## src/rtl/serial_digit_pkg.sv

```systemverilog
// rtl/serial_digit_pkg.sv - shared types and helpers for the serial digit checker
//
// Purpose: FSM state encoding, constant clog2 helper and default parameter
// values used by serial_digit_checker and serial_digit_shreg.
// Ports: none (package).
package serial_digit_pkg;

  typedef enum logic {
    IDLE  = 1'b0,
    SHIFT = 1'b1
  } state_t;

  localparam int DEF_WORD_W  = 4;
  localparam int DEF_MAX_VAL = 9;

  // Ceiling log2, usable in constant expressions; clog2(4)=2, clog2(5)=3.
  function automatic int clog2(input int value);
    int r;
    int v;
    r = 0;
    v = value - 1;
    while (v > 0) begin
      r = r + 1;
      v = v >> 1;
    end
    return r;
  endfunction

endpackage

```

## src/rtl/serial_digit_shreg.sv

```systemverilog
// rtl/serial_digit_shreg.sv - direction-selectable shift register with bit counter
//
// Purpose: assembles a WORD_W-bit word one accepted bit at a time and
// strobes done on the cycle that accepts the last bit.
// Ports:
//   clock      in   rising-edge clock
//   nRESET_G   in   asynchronous active-low reset
//   clr        in   synchronous clear of shift register and counter
//   shift_en   in   accept bit_in this cycle
//   bit_in     in   serial data bit
//   word_next  out  word as it will be after accepting bit_in (combinational)
//   done       out  shift_en on the last bit of the word (combinational)
module serial_digit_shreg
  import serial_digit_pkg::*;
#(
  parameter int WORD_W    = DEF_WORD_W,
  parameter bit MSB_FIRST = 1'b1
) (
  input  logic              clock,
  input  logic              nRESET_G,
  input  logic              clr,
  input  logic              shift_en,
  input  logic              bit_in,
  output logic [WORD_W-1:0] word_next,
  output logic              done
);

  localparam int                CNT_W = clog2(WORD_W);
  localparam logic [CNT_W-1:0]  LAST  = CNT_W'(WORD_W - 1);

  logic [WORD_W-1:0] sreg;
  logic [CNT_W-1:0]  cnt;

  // The comparator downstream needs the word including the bit being
  // accepted now, so the next value is exposed rather than sreg itself.
  generate
    if (MSB_FIRST) begin : g_msb
      assign word_next = {sreg[WORD_W-2:0], bit_in};
    end else begin : g_lsb
      assign word_next = {bit_in, sreg[WORD_W-1:1]};
    end
  endgenerate

  assign done = shift_en && (cnt == LAST);

  always_ff @(posedge clock or negedge nRESET_G) begin
    if (!nRESET_G) begin
      sreg <= '0;
      cnt  <= '0;
    end else if (clr) begin
      sreg <= '0;
      cnt  <= '0;
    end else if (shift_en) begin
      sreg <= word_next;
      // Return to zero on the last bit so the count never passes WORD_W-1.
      cnt  <= done ? '0 : cnt + CNT_W'(1);
    end
  end

endmodule

```

## config.mk

```make
export PLATFORM = sky130hd
export DESIGN_NAME = serial_digit_shreg
export DESIGN_NICKNAME = d
export VERILOG_FILES = /design/src/rtl/serial_digit_pkg.sv /design/src/rtl/serial_digit_shreg.sv
export SDC_FILE = /design/constraint.sdc
export NUM_CORES = 1
export LEC_CHECK = 0
export ABC_AREA = 1
export CAP_MARGIN = 20
export CORE_AREA = 8 8 45 47
export CTS_BUF_LIST = sky130_fd_sc_hd__clkbuf_8
export CTS_CLUSTER_SIZE = 8
export DETAILED_ROUTE_END_ITERATION = 7
export DIE_AREA = 0 0 53 55
export SETUP_SLACK_MARGIN = 0.1
export SLEW_MARGIN = 10
export SYNTH_ARGS = -nofsm -noshare
export SYNTH_HDL_FRONTEND = slang
export SYNTH_SLANG_ARGS = --single-unit
```

## constraint.sdc

```tcl
create_clock -name clock -period 0.95 [get_ports clock]
set_input_delay 0.19 -clock clock [delete_from_list [all_inputs] [get_ports clock]]
set_output_delay 0.19 -clock clock [all_outputs]
set_load 0.02 [all_outputs]
```

==> flow_summary.rst <==
.. list-table::
   :header-rows: 1

   * - Metric
     - Value
   * - Number of levels in the clock H-tree
     - 1
   * - Maximum number of pins on one net before global-route repair
     - 7
   * - Count of placed standard cells in the final layout, fillers left out
     - 63
   * - Clock tree from TritonCTS
     - built
   * - Worst slack, placed
     - -642 ps
   * - Switching part of the total power
     - 0.228
   * - Warnings, synthesis
     - 0
   * - Vias in the first global route
     - between 200 and 250
   * - Vertical die dimension
     - 55 um
   * - Filler cell count in the final layout
     - 148
   * - Clock network latency to the later pin of the worst-skew pair
     - approximately 220 ps
   * - Starting density of the core
     - 0.171
   * - Largest area contributor in the netlist
     - sky130_fd_sc_hd__dfrtp_1
   * - Overall routed net length
     - 609 um
   * - Fraction of final layout cells sized beyond drive strength 1
     - 0.468
   * - Setup repair after global routing missed its margin
     - yes
   * - Class of the tightest hold or removal check
     - primary input to async pin
   * - Unique cell type count in the Yosys netlist
     - 11
   * - Endpoints failing setup
     - 1
   * - Number of I/O pins
     - 10
   * - Netlist area before placement
     - 236 um2
   * - Area of the core
     - 0.00138 mm2
   * - Met1 wire length
     - 282 um
   * - Number of port buffers
     - 9
   * - Max Fanout on Critical Path
     - 2
   * - Area of the die
     - 0.00292 mm2
   * - Hold Vio Cnt, Final
     - 0
   * - Switching power
     - 167 uW
   * - Slew headroom
     - 0.841
   * - Largest cells by area after synthesis
     - sky130_fd_sc_hd__dfrtp_1 (53%), sky130_fd_sc_hd__nand2_1 (13%), sky130_fd_sc_hd__nand3_1 (8.5%), sky130_fd_sc_hd__ha_1 (5.3%), sky130_fd_sc_hd__inv_1 (4.8%)
   * - Total global routing overflow
     - 0
   * - Worst slew pin tran
     - 238 ps
   * - First-pass iteration count of the detailed router
     - 2
   * - Count of vias placed by the detailed router
     - 243
   * - Met3 wire length
     - 63 um
   * - Max Buffers Root-to-Sink
     - 2
   * - Post-detailed-route wirelength per cell
     - 9.67 um
   * - Nets
     - 54
   * - Hold Slack
     - 196 ps
   * - Outcome
     - finished with violations
   * - Global-route wire length before repair
     - 938 um
   * - Diodes inserted
     - 0
   * - F_max
     - roughly 0.84 GHz
   * - Final Core Density
     - 0.333
   * - Comb power frac
     - 0.154
   * - # Max-Cap Violations
     - 0
   * - Syn_nets
     - 34
   * - Startpoint class of the critical path
     - flop
   * - Final critical-path required period
     - approximately 1200 ps
   * - Global placement routability congestion
     - 0.723
   * - Kind of end point of the critical path
     - output pin
   * - Leak pwr
     - 0.242 nW
   * - Met2 WL
     - approximately 240 um
   * - Worst IR drop on VDD
     - 0.729 mV
   * - Post-layout worst setup margin
     - -244 ps
   * - Violated checks
     - setup timing
   * - Post-route DRC
     - 0
   * - Standard cell area after detailed placement
     - around 400 um2
   * - Total of flip-flops plus latches after synthesis
     - 5
   * - Area share of the largest cell type after synthesis
     - 0.529
   * - Worst setup path class
     - flop to output pin
   * - Area growth from synthesis to layout
     - 94.7%
   * - Clock-pin slew on the worst setup and hold paths
     - 40 ps
   * - Arrival @ worst endpoint
     - 1000 ps
   * - Number of cells after detailed placement
     - 58
   * - Width of the chip
     - 53 um
   * - Buffer cell driving the clock tree root
     - sky130_fd_sc_hd__clkbuf_8
   * - Flop pwr share
     - 0.322
   * - Initial antenna violation count
     - 0
   * - Post-route clock period utilization
     - 1.26
   * - Fin area
     - between 400 and 500 um2
   * - All-Layer GR Usage
     - 0.0488
   * - Initial drt markers
     - 4
   * - Part of the Yosys area used for sequential elements
     - 0.529
   * - Clock skew
     - approximately 0.78 ps
   * - Power share of the clock group
     - 0.524
   * - Pint
     - between 500 and 600 uW
   * - Number of sinks handled by clock tree synthesis
     - 5
   * - Final Max Tran Viols
     - 0
   * - Average cell area after synthesis
     - 8.45 um2
   * - Placement row count
     - 14
   * - ANT nets after route
     - 0
   * - Num CTS Buffers
     - 3
   * - Highest routed metal layer
     - met4
   * - Mean number of vias per cell
     - just under 4
   * - Most used cells in the layout excluding fill and tap cells
     - sky130_fd_sc_hd__nand2_1 (7), sky130_fd_sc_hd__buf_4 (7), sky130_fd_sc_hd__dfrtp_1 (5), sky130_fd_sc_hd__buf_6 (5)
   * - Required time reported for the critical path endpoint
     - 760 ps
   * - Synth Instances
     - 28
   * - P per Cell Area
     - roughly 1600 mW/mm2
## per-layer routing
layer,GRT usage,vias to the layer above
met1,0.0552,107
met4,0.0647,0
met2,0.0566,9
li1,-,125
met5,0,-
met3,0.0241,2
## metrics by stage
| stage | setup TNS, ps | total power, mW |
|---|---|---|
| 2_1_floorplan | 0 | 0.277 |
| 3_3_place_gp | -2650 | 0.340 |
| 3_5_place_dp | -2660 | 0.342 |
| 4_1_cts | -256 | 0.741 |
| 5_1_grt | -273 | 0.777 |
| 6_report | -244 | 0.731 |
## worst max-delay path: stages, from the launching register on
cell and delay, ps:
sky130_fd_sc_hd__dfrtp_1 400, sky130_fd_sc_hd__ha_4 170, sky130_fd_sc_hd__nand2_2 60, sky130_fd_sc_hd__inv_2 30, sky130_fd_sc_hd__buf_6 120
## power groups by stage
stage / combinational [mW] / sequential, mW / clock [mW]
floorplan: 0.0325 / 0.244 / 0
global placement: 0.103 / 0.237 / 0
detailed placement: 0.105 / 0.237 / 0
CTS: 0.108 / 0.235 / 0.398
global route: 0.124 / 0.236 / 0.416
finish: 0.113 / 0.235 / 0.383
## area by class of cell
cell class	count	area, um2	share of cell area
Clock buffer	3	41.3	0.0897
Clock inverter	1	3.75	0.00815
Sequential cell	5	125	0.272
Multi-Input combinational cell	18	109	0.236
Inverter	4	15.0	0.0326
Tap cell	16	20.0	0.0435
Timing Repair Buffer	16	146	0.318
## logic make-up (layout without fill, tap and decap cells)
logic type      count (synthesis)  count (layout)  synth area share
simple gates                   14              14             0.243
flops                           5               5             0.529
fa+ha+maj                       1               1            0.0529
compound gates                  3               3            0.0793
buf+inv                         5              24            0.0952
## synth_stat cells (all sizes together)
cell type / number
nand2: 8
dfrtp: 5
inv: 4
nand3: 4
a21oi: 2
nor2: 2
buf: 1
ha: 1
o21ai: 1
## worst paths after layout
check	start	end	slack, ps	cells after the start
min in group clock	shift_en	cnt[0]	400	4
max in group asynchronous	nRESET_G	cnt[1]	560	1
hold reg to reg	sreg[2]	sreg[2]	530	2
setup reg to reg	cnt[1]	cnt[1]	90	3
hold / removal	nRESET_G	sreg[0]	200	1
setup / recovery	cnt[1]	done	-240	4
## flip-flops by register name, indices dropped and copies added, names as in the netlist
name,flops
cnt,2
sreg,3
## timing repair
item	in CTS	in global routing
setup buffers	0	1
hold endpoints to repair	0	0
endpoints found under the setup margin	10	8
gates resized for setup	33	2
hold buffers	0	0
pin swaps	2	1
Note: power is estimated with default switching activity, not from simulation.
